## config.mk

```make
export PLATFORM = sky130hd
export DESIGN_NAME = fios_carry_normalizer
export DESIGN_NICKNAME = d
export VERILOG_FILES = /design/src/rtl/fios_carry_normalizer.sv
export SDC_FILE = /design/constraint.sdc
export NUM_CORES = 1
export LEC_CHECK = 0
export ABC_AREA = 1
export CAP_MARGIN = 20
export CORE_MARGIN = 2
export CORE_UTILIZATION = 43
export DETAILED_ROUTE_END_ITERATION = 8
export PLACE_DENSITY = 0.72
export SLEW_MARGIN = 15
export SYNTH_ARGS = -nofsm -noshare
export SYNTH_HDL_FRONTEND = slang
export SYNTH_SLANG_ARGS = --single-unit
export TNS_END_PERCENT = 30
```

## constraint.sdc

```tcl
create_clock -name clock_i -period 2.5 [get_ports clock_i]
set_input_delay 0.375 -clock clock_i [delete_from_list [all_inputs] [get_ports clock_i]]
set_output_delay 0.375 -clock clock_i [all_outputs]
set_load 0.005 [all_outputs]
```

## src/rtl/fios_carry_normalizer.sv

```systemverilog
// fios_carry_normalizer: carry propagation stage behind the FIOS DSP column chain.
// Takes 2*WIDTH-bit column sums (least significant column first), adds the running
// carry, and emits WIDTH-bit normalised words followed by two carry-flush words.
// The output side is a 2-entry buffer, so the only back-pressure towards the DSP
// chain is col_ready_o.
//
// Ports:
//   clock_i       rising-edge clock
//   reset_i       synchronous active-high reset
//   col_valid_i   column sum present on col_i
//   col_ready_o   column is accepted this cycle when valid
//   col_i         2*WIDTH-bit column sum
//   col_last_i    final column of the operation
//   word_valid_o  word_o holds a result word
//   word_ready_i  consumer takes word_o this cycle when valid
//   word_o        normalised WIDTH-bit result word
//   word_last_o   marks the second (final) flush word
//   busy_o        operation in progress (first column .. last word accepted)
//   len_error_o   sticky column-count mismatch flag
module fios_carry_normalizer #(
  parameter int unsigned WORD_COUNT = 4,
  parameter int unsigned WIDTH      = 17
) (
  input  logic                 clock_i,
  input  logic                 reset_i,
  input  logic                 col_valid_i,
  output logic                 col_ready_o,
  input  logic [2*WIDTH-1:0]   col_i,
  input  logic                 col_last_i,
  output logic                 word_valid_o,
  input  logic                 word_ready_i,
  output logic [WIDTH-1:0]     word_o,
  output logic                 word_last_o,
  output logic                 busy_o,
  output logic                 len_error_o
);

  localparam int unsigned COL_W   = 2 * WIDTH;
  localparam int unsigned SUM_W   = COL_W + 1;
  localparam int unsigned CARRY_W = WIDTH + 1;
  localparam int unsigned ENT_W   = WIDTH + 1;
  // One spare bit so the saturating counter can sit above WORD_COUNT.
  localparam int unsigned CNT_W   = $clog2(WORD_COUNT + 1) + 1;

  typedef enum logic [1:0] {
    ACCUM  = 2'd0,
    FLUSH0 = 2'd1,
    FLUSH1 = 2'd2
  } state_t;

  state_t               state_q, state_n;
  logic [CARRY_W-1:0]   carry_q, carry_n;
  logic [CNT_W-1:0]     cnt_q, cnt_n, cnt_inc;
  logic                 err_q, err_n;
  logic                 busy_q, busy_n;
  logic                 ready_q, ready_n;
  logic                 valid_q, valid_n;
  logic [1:0]           occ_q, occ_n;
  logic [ENT_W-1:0]     slot0_q, slot0_n;
  logic [ENT_W-1:0]     slot1_q, slot1_n;

  logic [SUM_W-1:0]     sum;
  logic                 col_xfer;
  logic                 word_xfer;
  logic                 space;
  logic                 push;
  logic [ENT_W-1:0]     push_ent;

  // State and datapath registers.
  always_ff @(posedge clock_i) begin
    if (reset_i) begin
      state_q <= ACCUM;
      carry_q <= '0;
      cnt_q   <= '0;
      err_q   <= 1'b0;
      busy_q  <= 1'b0;
      ready_q <= 1'b0;
      valid_q <= 1'b0;
      occ_q   <= '0;
      slot0_q <= '0;
      slot1_q <= '0;
    end else begin
      state_q <= state_n;
      carry_q <= carry_n;
      cnt_q   <= cnt_n;
      err_q   <= err_n;
      busy_q  <= busy_n;
      ready_q <= ready_n;
      valid_q <= valid_n;
      occ_q   <= occ_n;
      slot0_q <= slot0_n;
      slot1_q <= slot1_n;
    end
  end

  // Next-state, carry arithmetic, length check and output buffer.
  always_comb begin
    state_n  = state_q;
    carry_n  = carry_q;
    cnt_n    = cnt_q;
    err_n    = err_q;
    busy_n   = busy_q;
    occ_n    = occ_q;
    slot0_n  = slot0_q;
    slot1_n  = slot1_q;
    push     = 1'b0;
    push_ent = '0;

    sum       = SUM_W'(col_i) + SUM_W'(carry_q);
    col_xfer  = col_valid_i & ready_q;
    word_xfer = valid_q & word_ready_i;
    space     = (occ_q != 2'd2);
    // Saturates so an overlong operation cannot wrap back onto WORD_COUNT.
    cnt_inc   = (cnt_q == {CNT_W{1'b1}}) ? cnt_q : cnt_q + CNT_W'(1);

    case (state_q)
      ACCUM: begin
        if (col_xfer) begin
          push     = 1'b1;
          push_ent = {1'b0, sum[WIDTH-1:0]};
          carry_n  = sum[SUM_W-1:WIDTH];
          cnt_n    = cnt_inc;
          // Flags both an early last and a missing last on the WORD_COUNT-th column.
          if (col_last_i != (cnt_inc == CNT_W'(WORD_COUNT))) begin
            err_n = 1'b1;
          end
          if (col_last_i) begin
            state_n = FLUSH0;
          end
        end
      end
      FLUSH0: begin
        if (space) begin
          push     = 1'b1;
          push_ent = {1'b0, carry_q[WIDTH-1:0]};
          state_n  = FLUSH1;
        end
      end
      FLUSH1: begin
        if (space) begin
          push     = 1'b1;
          push_ent = {1'b1, WIDTH'(carry_q[WIDTH])};
          carry_n  = '0;
          cnt_n    = '0;
          state_n  = ACCUM;
        end
      end
      default: state_n = ACCUM;
    endcase

    // A new column keeps busy high even if the previous last word leaves now.
    if (col_xfer) begin
      busy_n = 1'b1;
    end else if (word_xfer && slot0_q[WIDTH]) begin
      busy_n = 1'b0;
    end

    // Slot0 is the head; push-and-pop only happens at occupancy 1.
    case ({push, word_xfer})
      2'b10: begin
        if (occ_q == 2'd0) begin
          slot0_n = push_ent;
        end else begin
          slot1_n = push_ent;
        end
        occ_n = occ_q + 2'd1;
      end
      2'b01: begin
        slot0_n = slot1_q;
        occ_n   = occ_q - 2'd1;
      end
      2'b11: begin
        slot0_n = push_ent;
      end
      default: ;
    endcase

    ready_n = (state_n == ACCUM) && (occ_n != 2'd2);
    valid_n = (occ_n != 2'd0);
  end

  assign col_ready_o  = ready_q;
  assign word_valid_o = valid_q;
  assign word_o       = slot0_q[WIDTH-1:0];
  assign word_last_o  = slot0_q[WIDTH];
  assign busy_o       = busy_q;
  assign len_error_o  = err_q;

endmodule

```

Word-level counts from Yosys, hierarchy flattened:

Index checks and enable logic that the tools add are counted.

* bits in registers: 66
* bits in latches: 0
* bits in writable memories: 0
* memory bits (read-only): 0
* bits of input ports: 39
* output and inout port bits: 22
* logic and storage cells: 68
* memories kept: 0

* add/subtract/negate cells: 4
* multiply operators: 0
* divide/modulo/power cells: 0
* order comparisons: 0
* eq/ne operators: 13
* shifts and indexed selects: 0
* multiplexer cells: 24
* bitwise logic cells: 3
* reductions and logical operators: 14

Operators by type and width (number)
* $pmux W18 S3: 2
* $mux W18: 4
* $pmux W18 S2: 1
* $add A34 B18 Y35: 1
* $mux W17: 2
* $mux W4: 3
* $ne A2 B2 Y1 const B: 5
* $mux W2: 4
* $pmux W4 S2: 1
* $eq A2 B2 Y1 const B: 3
* $logic_not A2 Y1: 3
* $pmux W2 S3: 1
* $reduce_and A3 Y1: 2
* $reduce_bool A2 Y1: 3
* $add A4 B1 Y4 const B: 1
* $eq A2 B1 Y1 const B: 2
* $eq A4 B3 Y1 const B: 1
* $eq A4 B4 Y1 const B: 1
* $mux W1: 4
* $pmux W2 S2: 1
* $reduce_and A2 Y1: 2
* $reduce_bool A3 Y1: 1
* $add A2 B1 Y2 const B: 1
* $and A1 B1 Y1: 2
* 6 further kinds: 7

Longest topological paths before layout:

* depth in word-level cells: 7
* depth in mapped cells: 17
* gate-level depth less buffers: 17

Least setup slack after synthesis:

Ideal clock, no wire load.

* path kind: flip-flop to flip-flop
* start point: register state_q[1]
* end point: register valid_q (netlist: word_valid_o)
* library setup time: 132 ps
* data arrival time: 2007 ps
* path slack: 361 ps
* stages on the path, launching flop included: 15
* path buffers: 1
* path through: dfxtp_1 inv_1 ha_1 inv_1 nor2_4 inv_2 a21oi_1 inv_1 ha_1 clkbuf_1 a21oi_1 o21ai_0 xor2_1 inv_1 a21oi_1

* word-level cells in the longest chain between the ends: 6
* elaborated cells between the ends (all ways): 9
* those cells by class: eq/ne (4); mux (2); reduce/logical (3)

Ends and longest elaborated chain
* start: declaration: RTL line 51 `state_t state_q, state_n;`
* start signal: assignment: RTL line 83 `state_q <= state_n;`
* $eq A2 B2 Y1 / $eq A2 B1 Y1 (equally long branches): RTL line 116 `case (state_q)`
* $reduce_or A2 Y1 (no line)
* $pmux W1 S2 *: RTL line 116
* $eq A2 B1 Y1 / $eq A2 B2 Y1 (equally long branches): RTL line 159 `case ({push, word_xfer})`
* $pmux W2 S2 *: RTL line 159
* $reduce_bool A2 Y1 *: RTL line 179 `valid_n = (occ_n != 2'd0);`
* end signal: assignment: RTL line 89 `valid_q <= valid_n;`
* end: declaration: RTL line 57 `logic valid_q, valid_n;`

Mark *: on every way between the ends. The rest lies on a longest branch, timed or not.
A chain may end at the register's enable or synchronous reset.

Final worst setup path:

* start point: input col_i[0]
* end point: register slot0_q[14]

* word-level cells in the longest chain between the ends: 5

Ends and longest elaborated chain
* start: declaration: RTL line 28 `input logic [2*WIDTH-1:0] col_i,`
* $add A34 B18 Y35 *: RTL line 109 `sum = SUM_W'(col_i) + SUM_W'(carry_q);`
* $mux W17 *: RTL line 118 `if (col_xfer) begin`
* $pmux W18 S3 *: RTL line 116
* $mux W18: RTL line 161 `if (occ_q == 2'd0) begin`
* $pmux W18 S3 *: RTL line 159
* end signal: assignment: RTL line 91 `slot0_q <= slot0_n;`
* end: declaration: RTL line 59 `logic [ENT_W-1:0] slot0_q, slot0_n;`

Mark *: on every way between the ends. The rest lies on a longest branch, timed or not. The select of a mux whose other input is x is not followed.

==> reports/summary.json <==
{
  "drt_first_iter_violations": {"value": 277},
  "areaGrowthSynthToFinish": {"value": 24.8, "unit": "%"},
  "power_leakage": {"value": 2.77, "unit": "nW"},
  "routed_wl": {"value": 12900, "unit": "µm"},
  "timing.final.setup_violations": {"value": 0},
  "cts_root_buf": {"value": "clkbuf_8"},
  "clk_pin_slew_worst_paths": {"value": 70, "unit": "ps"},
  "grtUsageTotal": {"value": 23.2, "unit": "%"},
  "tightestPinTransition": {"value": 653, "unit": "ps"},
  "clock_tree.buffer_depth": {"value": 2},
  "final_layout_size_suffix_gt1_share": {"value": 9.80, "unit": "%"},
  "final.hold.worst_slack": {"value": 457, "unit": "ps"},
  "route.detailed.drc": {"value": 0},
  "power.density": {"value": 762, "unit": "nW/µm²"},
  "critical_path_arrival": {"value": 2530, "unit": "ps"},
  "multiInputGateArea": {"value": 2900, "unit": "µm²"},
  "min_period_over_period": {"value": 93.4, "unit": "%"},
  "inserted_clock_buffers": {"value": 9},
  "final-seq-area": {"value": 1320, "unit": "µm²"},
  "route.detailed.wl_per_inst": {"value": 13.0, "unit": "µm"},
  "hold_path.class": {"value": "reg2reg"},
  "syn-cell-area": {"value": 4690, "unit": "µm²"},
  "cts_tree": {"value": "yes"},
  "gp_routability_congestion": {"value": 0.914},
  "fillerInstances": {"value": 1143},
  "worst-r2r-setup-slack": {"value": 300, "unit": "ps"},
  "cap_violations": {"value": 0},
  "antenna_found_initial": {"value": 0},
  "avgViaCountPerCell": {"value": 5.05},
  "critical_path_peak_fanout": {"value": 4},
  "synth_top_cells_by_count": {"value": "nand2_1 (240), inv_1 (99), a21oi_1 (83)"},
  "cp-endpoint": {"value": "slot0_q[14]"},
  "global_route.overflow_total": {"value": 0},
  "hpwlAfterDp": {"value": 9940, "unit": "µm"},
  "worstSetupEndpointType": {"value": "register"},
  "synth_cells": {"value": 775},
  "synth_enable_flop_cells": {"value": 0},
  "hold_viol": {"value": 0},
  "timing.critical_path.from": {"value": "col_i[0]"},
  "synth_largest_area_cell": {"value": "dfxtp_1"},
  "grt_pass1_vias": {"value": 4715},
  "worstSetupStartpointType": {"value": "primary input"},
  "hold_path.startpoint": {"value": "len_error_o"},
  "synthArstFlopShare": {"value": 0, "unit": "%"},
  "slew_violations": {"value": 0},
  "grt_pass1_wl": {"value": 21700, "unit": "µm"},
  "dieWidth": {"value": 108, "unit": "µm"},
  "max_freq": {"value": 428, "unit": "MHz"},
  "postSynthRegisterBits": {"value": 66},
  "worst_relative_slew_slack": {"value": 56.4, "unit": "%"},
  "antenna-diode-count": {"value": 0},
  "critPathKind": {"value": "in2reg"},
  "synth_top_flop_cell": {"value": "dfxtp_1"},
  "fp.dieH": {"value": 108, "unit": "µm"},
  "rows": {"value": 38},
  "routed-via-count": {"value": 5032},
  "timing.rr.end": {"value": "word_valid_o"},
  "die_area": {"value": 11800, "unit": "µm²"},
  "initial_core_util": {"value": 43.7, "unit": "%"},
  "post-synth-top-count-cell": {"value": "nand2_1"},
  "timing.critical_path.required": {"value": 2690, "unit": "ps"},
  "worst_skew_pair.late_latency": {"value": 330, "unit": "ps"},
  "yosys_warnings": {"value": 0},
  "cts_hold_repair.buffers": {"value": 0},
  "drt_pre_antenna_iters": {"value": 4},
  "mappedNetlistNets": {"value": 841},
  "final.min_clock_period": {"value": 2330, "unit": "ps"},
  "reg2regPathDepth": {"value": 13},
  "nNetsFinal": {"value": 920},
  "portBuffers": {"value": 60},
  "vdd_drop_max": {"value": 425, "unit": "µV"},
  "syn_area_per_cell": {"value": 6.06, "unit": "µm²"},
  "fin_total_pwr": {"value": 4.46, "unit": "mW"},
  "post-place-ws": {"value": -174, "unit": "ps"},
  "status": {"value": "finished, final reports clean"},
  "synth_top_cell_area_share": {"value": 28.1, "unit": "%"},
  "r2r_start": {"value": "state_q[1]"},
  "drtAntennaViolNets": {"value": 0},
  "synth.top_cells.by_area": {"value": "dfxtp_1 (28%), nand2_1 (19%), a21oi_1 (8.8%)"},
  "clock_sink_count": {"value": 66},
  "postLayoutSetupSlackWorst": {"value": 166, "unit": "ps"},
  "core_footprint": {"value": 10700, "unit": "µm²"},
  "synth_seq_area_share": {"value": 28.1, "unit": "%"},
  "ctsHtreeMaxLevel": {"value": 3},
  "num_io_pins": {"value": 61},
  "fin_worst_skew": {"value": 8.06, "unit": "ps"},
  "grt_max_degree": {"value": 43},
  "synth.lib_cells_used.distinct": {"value": 38}
}
[cells by family (layout without fill, tap and decap cells)]
group                    count (synthesis)  in the layout  share of synthesized area, %
AO/OA/AOI/OAI                          144            144                          16.5
XOR/XNOR                                 4              4                         0.746
adder cells (fa/ha/maj)                 27             27                          7.36
buffers and inverters                  128            210                          10.4
flip-flops                              66             66                          28.1
AND/OR/NAND/NOR                        406            406                          36.8
[per-layer routing]
metal | wire length, µm | GRT usage, % | vias to the layer above
li1 | - | - | 2646
met1 | 6170 | 30.6 | 2263
met2 | 6050 | 39.6 | 107
met3 | 553 | 3.56 | 16
met4 | 159 | 5.49 | 0
met5 | 0 | 0 | -
[worst min-delay path by stage]
stage | endpoint | slack (ps) | cells past startpoint
6_report | len_error_o | 460 | 2
5_1_grt | len_error_o | 480 | 2
4_1_cts | len_error_o | 460 | 2
3_5_place_dp | len_error_o | 440 | 2
3_3_place_gp | len_error_o | 450 | 2
2_1_floorplan | slot1_q[17] | 440 | 2
[layout make-up]
class                   count  share of cell area (%)
multi-input cells         581                    49.6
well taps                 140                    2.99
clock buffers              11                    2.41
repair buffers             92                    14.6
flip-flops and latches     66                    22.6
clock inverters             3                    1.11
inverters                 104                    6.77
[critical path: stages]
cell and delay, ps:
clkdlybuf4s50_1 500, ha_1 170, inv_1 50, fa_1 360, inv_1 80, nand2_1 80
nand2_2 120, nand3_1 90, nand2_2 100, nand2_1 90, nand2_2 90, nand2_1 50
nand3_1 60, nand2_1 70, nand2_1 80, nand2_1 60, nand2_1 50, a21oi_1 50
[where the power goes]
group	switching (mW)	internal (mW)	leakage, nW	total, mW
registers	0.159	1.30	0.537	1.45
clock network	0.401	0.577	0.105	0.978
logic	1.17	0.854	2.12	2.03
total	1.73	2.73	2.77	4.46
[layout by cell type, fill, tap and decap left out, types with 6 or more instances in the layout]
cell type	count
nand3_1	58
nand2_2	11
a21oi_1	81
buf_4	31
nor2_1	64
inv_1	99
a21oi_2	6
o21ai_0	43
nor3_1	7
clkdlybuf4s50_1	60
clkbuf_8	10
nand4_1	6
dfxtp_1	66
ha_1	26
nand2_1	237
[state kept, by name, summed over array words and instances, names as in the netlist]
name          cells
carry_q          18
state_q           2
len_error_o       1
slot0_q          18
busy_o            1
col_ready_o       1
slot1_q          18
word_valid_o      1
occ_q             2
cnt_q             4
[stage by stage]
step / TNS [ps] / utilization (%) / instance area, µm² / cells
after floorplan: 0 / - / 4690 / 775
final: 0 / 54.5 / 5860 / 997
after global placement: -1730 / 52.3 / 5620 / 982
after detailed placement: -2570 / 52.3 / 5620 / 982
after CTS: 0 / 54.2 / 5820 / 996
after global routing: -0.913 / 54.5 / 5860 / 997
[repair_timing]
action	in CTS	in global routing
setup buffers	0	1
endpoints found under the setup margin	0	21
gates resized for setup	0	10
Power figures use the tool's default switching activity.
